## config.mk

```make
export PLATFORM = sky130hd
export DESIGN_NAME = seq_div_16x8
export DESIGN_NICKNAME = d
export VERILOG_FILES = /design/src/rtl/seq_div_16x8.sv
export SDC_FILE = /design/constraint.sdc
export NUM_CORES = 1
export LEC_CHECK = 0
export BUFFER_PORTS_ARGS = -buffer_cell sky130_fd_sc_hd__buf_2
export CORE_MARGIN = 2
export CORE_UTILIZATION = 50
export DETAILED_ROUTE_END_ITERATION = 8
export PLACE_DENSITY = 0.83
export RECOVER_POWER = 25
export REMOVE_ABC_BUFFERS = 1
export SYNTH_ARGS = -nofsm -noshare
export SYNTH_HDL_FRONTEND = slang
export SYNTH_SLANG_ARGS = --single-unit
```

## constraint.sdc

```tcl
create_clock -name clk -period 2.3 [get_ports clk]
set_input_delay 0.23 -clock clk [delete_from_list [all_inputs] [get_ports clk]]
set_output_delay 0.23 -clock clk [all_outputs]
set_load 0.03 [all_outputs]
```

## src/rtl/seq_div_16x8.sv

```systemverilog
// ============================================================================
// Module   : seq_div_16x8
// Purpose  : 16/8 unsigned restoring radix-2 sequential divider (16 cycles).
//            Optional divide-by-zero fast path under SEQ_DIV_ZERO_DET_EN.
// Revision : 1.0 - initial release
// ============================================================================
`default_nettype none

module seq_div_16x8 (
   input  logic        clk,
   input  logic        rst,
   input  logic        start,
   input  logic [15:0] a,
   input  logic [7:0]  b,
   output logic [15:0] q,
   output logic [7:0]  r,
   output logic        busy,
   output logic        done,
   output logic        dz
);

   localparam logic [3:0] c_LAST_ITER = 4'd15;

   typedef enum logic [1:0] {
      S_IDLE = 2'd0,
      S_RUN  = 2'd1,
      S_DONE = 2'd2
   } state_t;

   state_t      state_q, state_d;
   logic [15:0] work_q,  work_d;
   logic [7:0]  rem_q,   rem_d;
   logic [7:0]  div_q,   div_d;
   logic [3:0]  cnt_q,   cnt_d;
   logic [15:0] quo_q,   quo_d;
   logic [7:0]  rmd_q,   rmd_d;

   logic [8:0]  w_pr;
   logic        w_ge;
   logic [7:0]  w_rem_nxt;
   logic [15:0] w_quo_nxt;

   // The partial remainder stays below the divisor, so the 8-bit difference is exact.
   assign w_pr      = {rem_q, work_q[15]};
   assign w_ge      = (w_pr >= {1'b0, div_q});
   assign w_rem_nxt = w_ge ? (w_pr[7:0] - div_q) : w_pr[7:0];
   assign w_quo_nxt = {work_q[14:0], w_ge};

`ifdef SEQ_DIV_ZERO_DET_EN
   logic dz_q, dz_d;
   logic zero_q, zero_d;
`endif

   always_comb begin
      state_d = state_q;
      work_d  = work_q;
      rem_d   = rem_q;
      div_d   = div_q;
      cnt_d   = cnt_q;
      quo_d   = quo_q;
      rmd_d   = rmd_q;
`ifdef SEQ_DIV_ZERO_DET_EN
      dz_d    = dz_q;
      zero_d  = zero_q;
`endif
      case (state_q)
         S_IDLE, S_DONE: begin
            state_d = S_IDLE;
            if (start) begin
               state_d = S_RUN;
               work_d  = a;
               div_d   = b;
               rem_d   = 8'd0;
               cnt_d   = 4'd0;
`ifdef SEQ_DIV_ZERO_DET_EN
               zero_d  = (b == 8'd0);
`endif
            end
         end
         S_RUN: begin
`ifdef SEQ_DIV_ZERO_DET_EN
            if (zero_q) begin
               state_d = S_DONE;
               quo_d   = 16'hFFFF;
               rmd_d   = work_q[7:0];
               dz_d    = 1'b1;
               zero_d  = 1'b0;
            end else begin
`endif
               work_d = w_quo_nxt;
               rem_d  = w_rem_nxt;
               cnt_d  = cnt_q + 4'd1;
               if (cnt_q == c_LAST_ITER) begin
                  state_d = S_DONE;
                  quo_d   = w_quo_nxt;
                  rmd_d   = w_rem_nxt;
`ifdef SEQ_DIV_ZERO_DET_EN
                  dz_d    = 1'b0;
`endif
               end
`ifdef SEQ_DIV_ZERO_DET_EN
            end
`endif
         end
         default: state_d = S_IDLE;
      endcase
   end

   always_ff @(posedge clk or posedge rst) begin
      if (rst) begin
         state_q <= S_IDLE;
         work_q  <= 16'd0;
         rem_q   <= 8'd0;
         div_q   <= 8'd0;
         cnt_q   <= 4'd0;
         quo_q   <= 16'd0;
         rmd_q   <= 8'd0;
      end else begin
         state_q <= state_d;
         work_q  <= work_d;
         rem_q   <= rem_d;
         div_q   <= div_d;
         cnt_q   <= cnt_d;
         quo_q   <= quo_d;
         rmd_q   <= rmd_d;
      end
   end

`ifdef SEQ_DIV_ZERO_DET_EN
   always_ff @(posedge clk or posedge rst) begin
      if (rst) begin
         dz_q   <= 1'b0;
         zero_q <= 1'b0;
      end else begin
         dz_q   <= dz_d;
         zero_q <= zero_d;
      end
   end

   assign dz = dz_q;
`else
   assign dz = 1'b0;
`endif

   assign q    = quo_q;
   assign r    = rmd_q;
   assign busy = (state_q == S_RUN);
   assign done = (state_q == S_DONE);

endmodule

`default_nettype wire
```

==> summary.txt, run 1 <==
Status - completed
Largest net degree at the start of global routing - 48
Worst VDD drop - 0.696 mV
Total core area - 5820 um2
Comb power frac - 55.1%
Clock Pin Slew Worst Setup and Hold Paths - 0.07 ns
Nets - 426
Reg2reg path depth - 6
Cell taking the most area after synthesis - dfrtp_1
Crit path time final - 2.19 ns
Leak - 1.79 nW
Initial antenna violation count - 0
# fillers - 509
CP Class - flip-flop to flip-flop
Number of global-route vias before repair - 2437
Synth-to-Final Area Change - 20.8%
Congestion Overflow GR - 0
# diodes - 0
Tightest Hold Check Type - primary input to flip-flop
Clock power share - 13.4%
CTS tree - yes
Worst-Skew Late Latency - 0.34 ns
Critical Path RT - 2.53 ns
Share of synthesized flip-flops with an asynchronous set or reset - 100%
Die X - 80.9 um
Fmax - 456 MHz
CP Launch Type - flip-flop
TNS Setup - 0 ns
Residual DRC - 0
CTS Root Cell - clkbuf_8
CP peak stage delay - 0.41 ns
CP endpoint kind - flip-flop
Crit-path cells - ha_1 -> a21oi_2 -> nor2b_1 -> or3_1 -> or3_1 -> a32o_1
Internal cell power - 3.44 mW
CTS sink count - 62
Power per standard cell area - 1770 nW/um2
Reg-to-Reg End - rem_q[2]
Slew @ Worst Pin - 0.648 ns
DPL Wire Length - 4840 um
Routed len/inst - 15.0 um
NetSw - 2.89 mW
Main area contributors after synthesis - dfrtp_1 (52%), nand2_1 (13%), a22oi_1 (3.8%), ha_1 (3.8%), o21ai_0 (3.0%)
Post-synth EDFFs - 0
CP startpoint - rem_q[5]
Final Cycle Share - 95.4%
Worst r2r src - rem_q[5]
Post-Syn Area - 2960 um2
Final GP Congestion - 0.869
Full die area - 6550 um2
Share of layout cells above drive strength 1 - 24.2%
Synthesized flop and latch total - 62
Initial core utilization - 50.9%
Port Buffers - 52
Termination of the worst setup path - rem_q[2]
Switching Share - 45.7%
Seq/Total Area, Yosys - 52.5%
Unique masters post-synth - 47
Top Ports - 54
Reg2reg setup slack - 0.11 ns
Bufs on Longest Clock Path - 2
Antenna-violating nets left - 0
Reg power frac - 31.5%
1st-iter DRT viols - 160
Top_reg_cell synth - dfrtp_1
Vias - 2561
Slowest CP cell - dfrtp_1
Vias per cell - 5.48
Worst-path fanout max - 6
YS warnings - 0
Initial DRT Pass Iterations - 5
Most frequent CP cell - or3_1
Hold Fails Final Rpt - 0
Die Ht - 80.9 um
Row cnt - 28
Routed wire length - 6990 um
CTS H-tree lvls - 3
Setup Skew - 0.00935 ns
Syn Inst Count - 326
Number of buffers created by CTS - 9
Avg Cell Area, Syn - 9.07 um2
Slew headroom - 56.8%
Max Slew Vio Count - 0
Total Routing Usage GR - 23.1%
Post-synth top area share - 52.5%
Data arrival, critical path - 2.42 ns
Setup violators final - 0
Wire length of the first global-routing pass - 11400 um
Placed Cells - 451
Max_cap viols - 0
Fin cells - 467
cells in the final DEF (no fill, tap or decap), types with 2 or more instances in the layout:
cell type / instances
nand3_1: 6
nor2b_1: 2
a31oi_1: 5
nand3b_1: 2
or3_1: 3
nand4_1: 3
or2_2: 2
ha_1: 9
buf_4: 17
o31ai_1: 4
a21oi_1: 11
o21ai_0: 17
a211oi_1: 2
a221o_1: 2
a32o_1: 2
inv_1: 12
buf_2: 52
a22oi_1: 15
nand2_1: 101
clkbuf_8: 11
o211ai_1: 4
dfrtp_1: 62
nor2_1: 9
nor3_1: 4
and2_1: 2
nand2b_1: 4
a21oi_2: 2
timing repair:
action | 4_1_cts | 5_1_grt
resized for setup | 0 | 7
setup buffers | 0 | 1
hold endpoints to repair | 15 | 0
hold buffers | 1 | 0
endpoints found under the setup margin | 0 | 7
state kept, by name, indices dropped and copies added, names as in the netlist:
register and cells:
cnt_q 4, rem_q 8, q 16, state_q 2, r 8, div_q 8
work_q 16
Yosys cell counts (3+ instances only):
library cell,n
nand2_1,101
dfrtp_1,62
o21ai_0,18
clkbuf_1,16
a22oi_1,15
inv_1,13
a21oi_1,12
ha_1,9
nor2_1,9
nand3_1,6
a31oi_1,5
nand2b_1,4
nor3_1,4
o211ai_1,4
o31ai_1,4
nand4_1,3
nor2b_1,3
or3_1,3
per-stage QoR:
stage | power, mW | hold slack [ns] | util [%] | setup WS (ns) | instance area (um2)
floorplan | 4.36 | 0.335 | - | -0.180 | 2880
global placement | 5.25 | 0.214 | 58.1 | 0.129 | 3380
detailed placement | 5.38 | 0.230 | 58.1 | 0.0371 | 3380
CTS | 6.25 | 0.0837 | 61.2 | 0.0237 | 3560
global route | 6.87 | 0.0949 | 61.4 | -0.0120 | 3570
finish | 6.33 | 0.0867 | 61.4 | 0.107 | 3570
critical path: cells and delay by family (launching register included):
kind                       cells  cell delay [ns]
adders and majority gates      1             0.38
and+or+nand+nor                3             0.79
AOI/OAI and AO/OA              2             0.51
DFF                            1             0.41
power by group through the flow:
stage / Clock [mW] / Combinational (mW) / Sequential [mW]
after floorplan: 0 / 2.02 / 2.34
final: 0.850 / 3.49 / 1.99
after detailed placement: 0 / 3.37 / 2.01
after global routing: 0.907 / 3.90 / 2.07
after CTS: 0.858 / 3.41 / 1.99
after global placement: 0 / 3.26 / 1.99
layout make-up:
type | count | area (um2) | share of cell area (%)
flip-flops and latches | 62 | 1550 | 43.4
clock buffers | 11 | 151 | 4.24
inverters | 13 | 48.8 | 1.37
multi-input cells | 232 | 1300 | 36.4
well taps | 75 | 93.8 | 2.63
clock inverters | 3 | 21.3 | 0.595
repair buffers | 71 | 405 | 11.3
logic make-up after synthesis:
kind of cell	count (synthesis)	share of synthesized area, %
AOI/OAI and AO/OA	78	17.9
xor gates and xnor gates	2	0.592
adders and majority gates	10	4.48
buffers and inverters	32	4.23
DFF	62	52.5
other	1	0.127
and+or+nand+nor	141	20.2
worst min path at each step:
stage | start | end | depth (start not counted)
2_1_floorplan | b[0] | div_q[0] | 2
3_3_place_gp | rst | q[9] | 2
3_5_place_dp | rst | q[9] | 2
4_1_cts | b[2] | div_q[2] | 3
5_1_grt | b[1] | div_q[1] | 3
6_report | b[2] | div_q[2] | 3
metal layers:
metal	GRT usage (%)	part of all wire, %
met3	4.56	5.3
met4	9.32	1.5
met2	36.6	48
met5	0	0
met1	31.2	45
Power figures use the tool's default switching activity.
==> run 2: changes to the inputs <==
CAP_MARGIN = 20   (was not set)
REMOVE_ABC_BUFFERS = not set   (was 1)
==> run 2 against run 1 <==
Effect of this change:
- the flow now finishes with violations (max-capacitance violations, max-slew violations)
- setup slack got worse by 0.028 ns
- clock-buffer cell count fell by 2
- sequential power barely moved
- power rose by 3.1%
- critical path depth rose by 1
- critical path type unchanged
- die area did not move
- combinational power rose by 2%
- flip-flop and latch count did not move
- non-clock buffer count rose by 1
- highest routed layer unchanged
- utilization rose by 0.71 points
==> summary.txt, run 2 (same netlist as run 1, synthesis figures left out) <==
Total Routing Usage GR - 23.8% (+0.66 points)
CTS H-tree lvls - 3 (unchanged)
Leak - 1.80 nW (+0.97%)
Status - finished, violations left
Slowest CP cell - dfrtp_1
Failing checks - max-capacitance violations, max-slew violations
CP peak stage delay - 0.42 ns (about the same)
Worst VDD drop - 0.684 mV (-1.7%)
Crit-path cells - ha_1 -> a21oi_4 -> nor2b_1 -> or3_1 -> buf_4 -> o21ai_0 -> a32o_1
Number of buffers created by CTS - 9 (unchanged)
Tightest Hold Check Type - primary input to flip-flop
Buf/Inv on CP - 1 (+1)
Setup Skew - 0.0125 ns (+0.00314 ns)
Fmax - 450 MHz (-1.2%)
Total core area - 5820 um2 (unchanged)
Slew @ Worst Pin - 1.51 ns (+0.865 ns)
NetSw - 3.00 mW (+3.7%)
CP Launch Type - flip-flop
GR peak layer - met2
Critical path depth - 7 (+1)
CP endpoint kind - flip-flop
Data arrival, critical path - 2.51 ns (+0.09 ns)
Share of layout cells above drive strength 1 - 24.8% (+0.58 points)
Final GP Congestion - 0.912 (+4.9%)
Initial antenna violation count - 0 (unchanged)
Synth-to-Final Area Change - 22.2%
Die Ht - 80.9 um (unchanged)
Reg2reg path depth - 7 (+1)
Setup violators final - 0 (unchanged)
Most frequent cells in the layout - nand2_1 (101), dfrtp_1 (62), buf_2 (52), o21ai_0 (18), buf_4 (18)
Bufs on Longest Clock Path - 2 (unchanged)
Met1 Resource Use GR - 33.0% (+1.8 points)
Top Ports - 54 (unchanged)
# diodes - 0 (unchanged)
Full die area - 6550 um2 (unchanged)
Number of global-route vias before repair - 2445 (+0.33%)
Largest net degree at the start of global routing - 63 (+31%)
Fin util - 62.2% (+0.71 points)
CTS tree - yes
Crit path time final - 2.22 ns (+0.0277 ns)
Residual DRC - 0 (unchanged)
CP Class - flip-flop to flip-flop
Row cnt - 28 (unchanged)
Reg2reg setup slack - 0.08 ns (-0.03 ns)
Clock power share - 14.9% (+1.5 points)
Vias - 2620 (+2.3%)
Max_cap viols - 1 (+1)
Clock Pin Slew Worst Setup and Hold Paths - 0.07 ns (about the same)
Antenna-violating nets left - 0 (unchanged)
Power per standard cell area - 1810 nW/um2 (+1.9%)
Switching Share - 45.9% (+0.26 points)
Wire length of the first global-routing pass - 11700 um (+2.3%)
Routed len/inst - 15.2 um (+1.3%)
Initial core utilization - 50.9% (unchanged)
CTS Root Cell - clkbuf_8
Hold Fails Final Rpt - 0 (unchanged)
Termination of the worst setup path - rem_q[0]
# fillers - 501 (-1.6%)
Die X - 80.9 um (unchanged)
Vias per cell - 5.57 (+1.7%)
Critical Path RT - 2.59 ns (+0.06 ns)
Congestion Overflow GR - 0 (unchanged)
Worst r2r src - rem_q[5]
Worst-path fanout max - 8 (+2)
Port Buffers - 52 (unchanged)
Reg-to-Reg End - rem_q[0]
Comb power frac - 54.4% (-0.7 points)
Reg power frac - 30.7% (-0.8 points)
CP startpoint - rem_q[5]
Final setup margin - 0.0792 ns (-0.0277 ns)
DPL Wire Length - 4810 um (-0.48%)
Dpl ws - 0.0772 ns (+0.0401 ns)
Syn_nets - 363
1st-iter DRT viols - 283 (+77%)
Hold Crit Depth - 3 (unchanged)
GR Util met3 - 4.78% (+0.22 points)
Worst-Skew Late Latency - 0.36 ns (+0.02 ns)
Max Slew Vio Count - 63 (+63)
Slew headroom - -0.872% (-58 points)
Met2 GRT Util - 36.4% (-0.25 points)
Crit path max-delay family - compound AO/OA/AOI/OAI gates
CTS sink count - 62 (unchanged)
Initial DRT Pass Iterations - 4 (-1)
Most common cell after layout, fill and taps aside - nand2_1
Nets - 427 (+0.23%)
Total power draw - 6.53 mW (+3.1%)
Final Cycle Share - 96.6% (+1.2 points)
Internal cell power - 3.53 mW (+2.6%)
Routed wire length - 7130 um (+2.0%)
run 2: changes by cell type in the layout (fill, tap and decap cells not counted), sizes merged:
cell / previous run / this run
clkbuf: 12 / 10
inv: 13 / 15
buf: 69 / 70
bufinv: 0 / 1
clkinvlp: 1 / 2
run 2: power groups by stage:
stage               Combinational (mW)  Sequential [mW]  Clock, mW
global route                      3.96             2.08       1.04
finish                            3.56             2.00      0.971
global placement                  3.29             1.99          0
detailed placement                3.38             2.01          0
CTS                               3.39             2.00      0.983
floorplan                         2.08             2.34          0
run 2: worst min-delay path: cells and delay by family:
family | cells | cell delay, ns
AOI/OAI and AO/OA | 1 | 0.06
buffers and inverters | 1 | 0.07
and+or+nand+nor | 1 | 0.03
run 2: worst min-delay path by stage:
stage	startpoint	to	slack, ns
3_5_place_dp	rst	q[12]	0.32
5_1_grt	a[10]	work_q[10]	0.10
6_report	b[2]	div_q[2]	0.08
3_3_place_gp	rst	q[11]	0.32
2_1_floorplan	b[0]	div_q[0]	0.34
4_1_cts	b[4]	div_q[4]	0.07
run 2: stage by stage:
stage,hold WS (ns),setup TNS [ns],std cells,cell area (um2)
CTS,0.0739,0,469,3590
floorplan,0.335,0,326,2960
detailed placement,0.323,0,452,3390
global route,0.104,-0.0288,470,3610
finish,0.0783,0,470,3610
global placement,0.317,0,452,3390
run 2: layer usage:
layer	vias to the layer above	part of all wire, %
met4	0	1.6
met3	11	5.8
met1	1270	45
li1	1255	-
met5	-	0
met2	84	48
run 2: cell type report:
class                   count  area [um2]  share of cell area (%)
flip-flops and latches     62        1550                    42.9
multi-input cells         232        1310                    36.3
clock inverters             7        72.6                    2.01
inverters                  13        48.8                    1.35
repair buffers             72         410                    11.4
clock buffers               9         124                    3.43
well taps                  75        93.8                    2.60
run 2: timing repair:
item / 4_1_cts / 5_1_grt
hold buffers: 1 / 0
setup endpoints to repair: 0 / 9
gates resized for setup: 0 / 7
endpoints found under the hold margin: 62 / 0
setup buffers: 0 / 1
==> run 3: changes to the inputs <==
==> constraint.sdc (replaced) <==
create_clock -name clk -period 2.3 [get_ports clk]
set_input_delay 0.115 -clock clk [delete_from_list [all_inputs] [get_ports clk]]
set_output_delay 0.115 -clock clk [all_outputs]
set_load 0.03 [all_outputs]
==> run 3 against run 2 <==
Effect of this change:
- the flow now finishes without violations
- combinational power about the same
- flip-flop and latch count unchanged
- setup slack worse by 0.0059 ns
==> summary.txt, run 3 (same netlist as run 1, synthesis figures left out) <==
Clock Pin Slew Worst Setup and Hold Paths - 0.08 ns (about the same)
Share of layout cells above drive strength 1 - 21.5% (-3.3 points)
Wire length of the first global-routing pass - 12300 um (+5.1%)
Total Routing Usage GR - 25.1% (+1.3 points)
GR peak layer - met2
CTS H-tree lvls - 3 (unchanged)
Syn_nets - 363 (unchanged)
Vias per cell - 5.51 (-1.1%)
CP endpoint kind - flip-flop
Antenna-violating nets left - 0 (unchanged)
Setup Skew - 0.0140 ns (+0.00156 ns)
CTS Root Cell - clkbuf_8
CP Launch Type - flip-flop
Leak - 1.87 nW (+3.6%)
Largest net degree at the start of global routing - 29 (-54%)
Residual DRC - 0 (unchanged)
Final GP Congestion - 0.880 (-3.6%)
CTS sink count - 62 (unchanged)
Initial DRT Pass Iterations - 4 (unchanged)
Worst-path fanout max - 6 (-2)
Multi-input gate area - 1320 um2 (+0.57%)
# fillers - 476 (-5.0%)
Total core area - 5820 um2 (unchanged)
Final setup margin - 0.0733 ns (-0.00594 ns)
Finished Cell Area - 3830 um2 (+5.9%)
Bufs on Longest Clock Path - 2 (unchanged)
Routed wire length - 7450 um (+4.5%)
Met2 GRT Util - 38.6% (+2.2 points)
CP Class - flip-flop to flip-flop
Crit path time final - 2.23 ns (+0.00594 ns)
Worst-Skew Late Latency - 0.35 ns (about the same)
DPL Wire Length - 5000 um (+3.9%)
Worst r2r src - rem_q[5]
HP Start - a[2]
Fin cells - 488 (+3.8%)
TNS Setup - 0 ns (unchanged)
Port Buffers - 52 (unchanged)
Number of global-route vias before repair - 2617 (+7.0%)
Max_cap viols - 0 (-1)
Tightest hold margin - 0.00931 ns (-0.0690 ns)
Initial core utilization - 50.9% (unchanged)
Slew @ Worst Pin - 1.07 ns (-0.443 ns)
Worst VDD drop - 0.824 mV (+20%)
Dpl ws - 0.0378 ns (-0.0394 ns)
Die X - 80.9 um (unchanged)
1st-iter DRT viols - 228 (-19%)
Status - completed
Data arrival, critical path - 2.47 ns (-0.04 ns)
Fmax - 449 MHz (-0.27%)
Initial antenna violation count - 0 (unchanged)
Row cnt - 28 (unchanged)
Hold Fails Final Rpt - 0 (unchanged)
Vias - 2690 (+2.7%)
# diodes - 0 (unchanged)
Full die area - 6550 um2 (unchanged)
Reg area - 1550 um2 (unchanged)
Synth-to-Final Area Change - 29.4%
Max Slew Vio Count - 0 (-100%)
Final Cycle Share - 96.8% (+0.26 points)
Most common cell after layout, fill and taps aside - nand2_1
Number of buffers created by CTS - 9 (unchanged)
GR Util met3 - 5.78% (+1.0 points)
Total power draw - 6.76 mW (+3.5%)
Slew headroom - 28.6% (+29 points)
Most frequent cells in the layout - nand2_1 (101), dfrtp_1 (62), buf_2 (41), buf_4 (20)
Placed cell area - 3380 um2 (-0.15%)
CP startpoint - rem_q[5]
Placed Cells - 453 (+0.22%)
Met1 Resource Use GR - 34.0% (+0.97 points)
Nets - 445 (+4.2%)
Die Ht - 80.9 um (unchanged)
Power per standard cell area - 1770 nW/um2 (-2.3%)
CTS tree - yes
Setup violators final - 0 (unchanged)
Fin util - 65.8% (+3.7 points)
Tightest Hold Check Type - primary input to flip-flop
Critical Path RT - 2.54 ns (-0.05 ns)
Congestion Overflow GR - 0 (unchanged)
Top Ports - 54 (unchanged)
Routed len/inst - 15.3 um (+0.69%)
## run 3: cell types whose count changed in the layout (fill, tap and decap cells not counted), sizes merged
cell and change:
clkinvlp -2, inv -1, clkbuf +11, bufinv +2
buf -9, dlygate4sd3 +17
## run 3: path summary, 6_finish.rpt
path | to | slack, ns | depth (start not counted)
setup reg to reg | rem_q[2] | 0.07 | 6
hold / removal | work_q[2] | 0.009 | 3
setup / recovery | rem_q[2] | 0.07 | 6
hold reg to reg | q[5] | 0.47 | 2
max in group asynchronous | r[5] | 0.85 | 4
min in group asynchronous | rem_q[4] | 0.58 | 3
## run 3: worst max-delay path, stage by stage (launching register included)
cell and delay (ns):
dfrtp_1 0.42, ha_2 0.35, a21oi_2 0.26, nor2b_1 0.11, or3_1 0.37, or3_1 0.35, a32o_1 0.27
## run 3: metal layers
| metal | vias up | wire length [um] |
|---|---|---|
| li1 | 1290 | - |
| met1 | 1277 | 3240 |
| met2 | 108 | 3620 |
| met3 | 15 | 431 |
| met4 | 0 | 159 |
| met5 | - | 0 |
## run 3: final cells by class
type,count,area share [%]
flip-flops and latches,62,40.5
well taps,75,2.45
repair buffers,90,15.1
clock buffers,10,3.33
inverters,13,1.27
clock inverters,6,2.84
multi-input cells,232,34.5
## run 3: what timing repair did
action | 4_1_cts | 5_1_grt
endpoints found under the hold margin | 43 | 0
buffers inserted | 0 | 1
gates resized for setup | 0 | 9
hold buffers | 18 | 0
setup endpoints to repair | 0 | 15
## run 3: power by group
group          switching, mW  internal, mW  total (mW)  leakage [nW]
Clock                  0.434         0.720        1.15         0.121
Combinational           2.20          1.38        3.58          1.00
Sequential             0.376          1.65        2.02         0.747
Total                   3.01          3.75        6.76          1.87
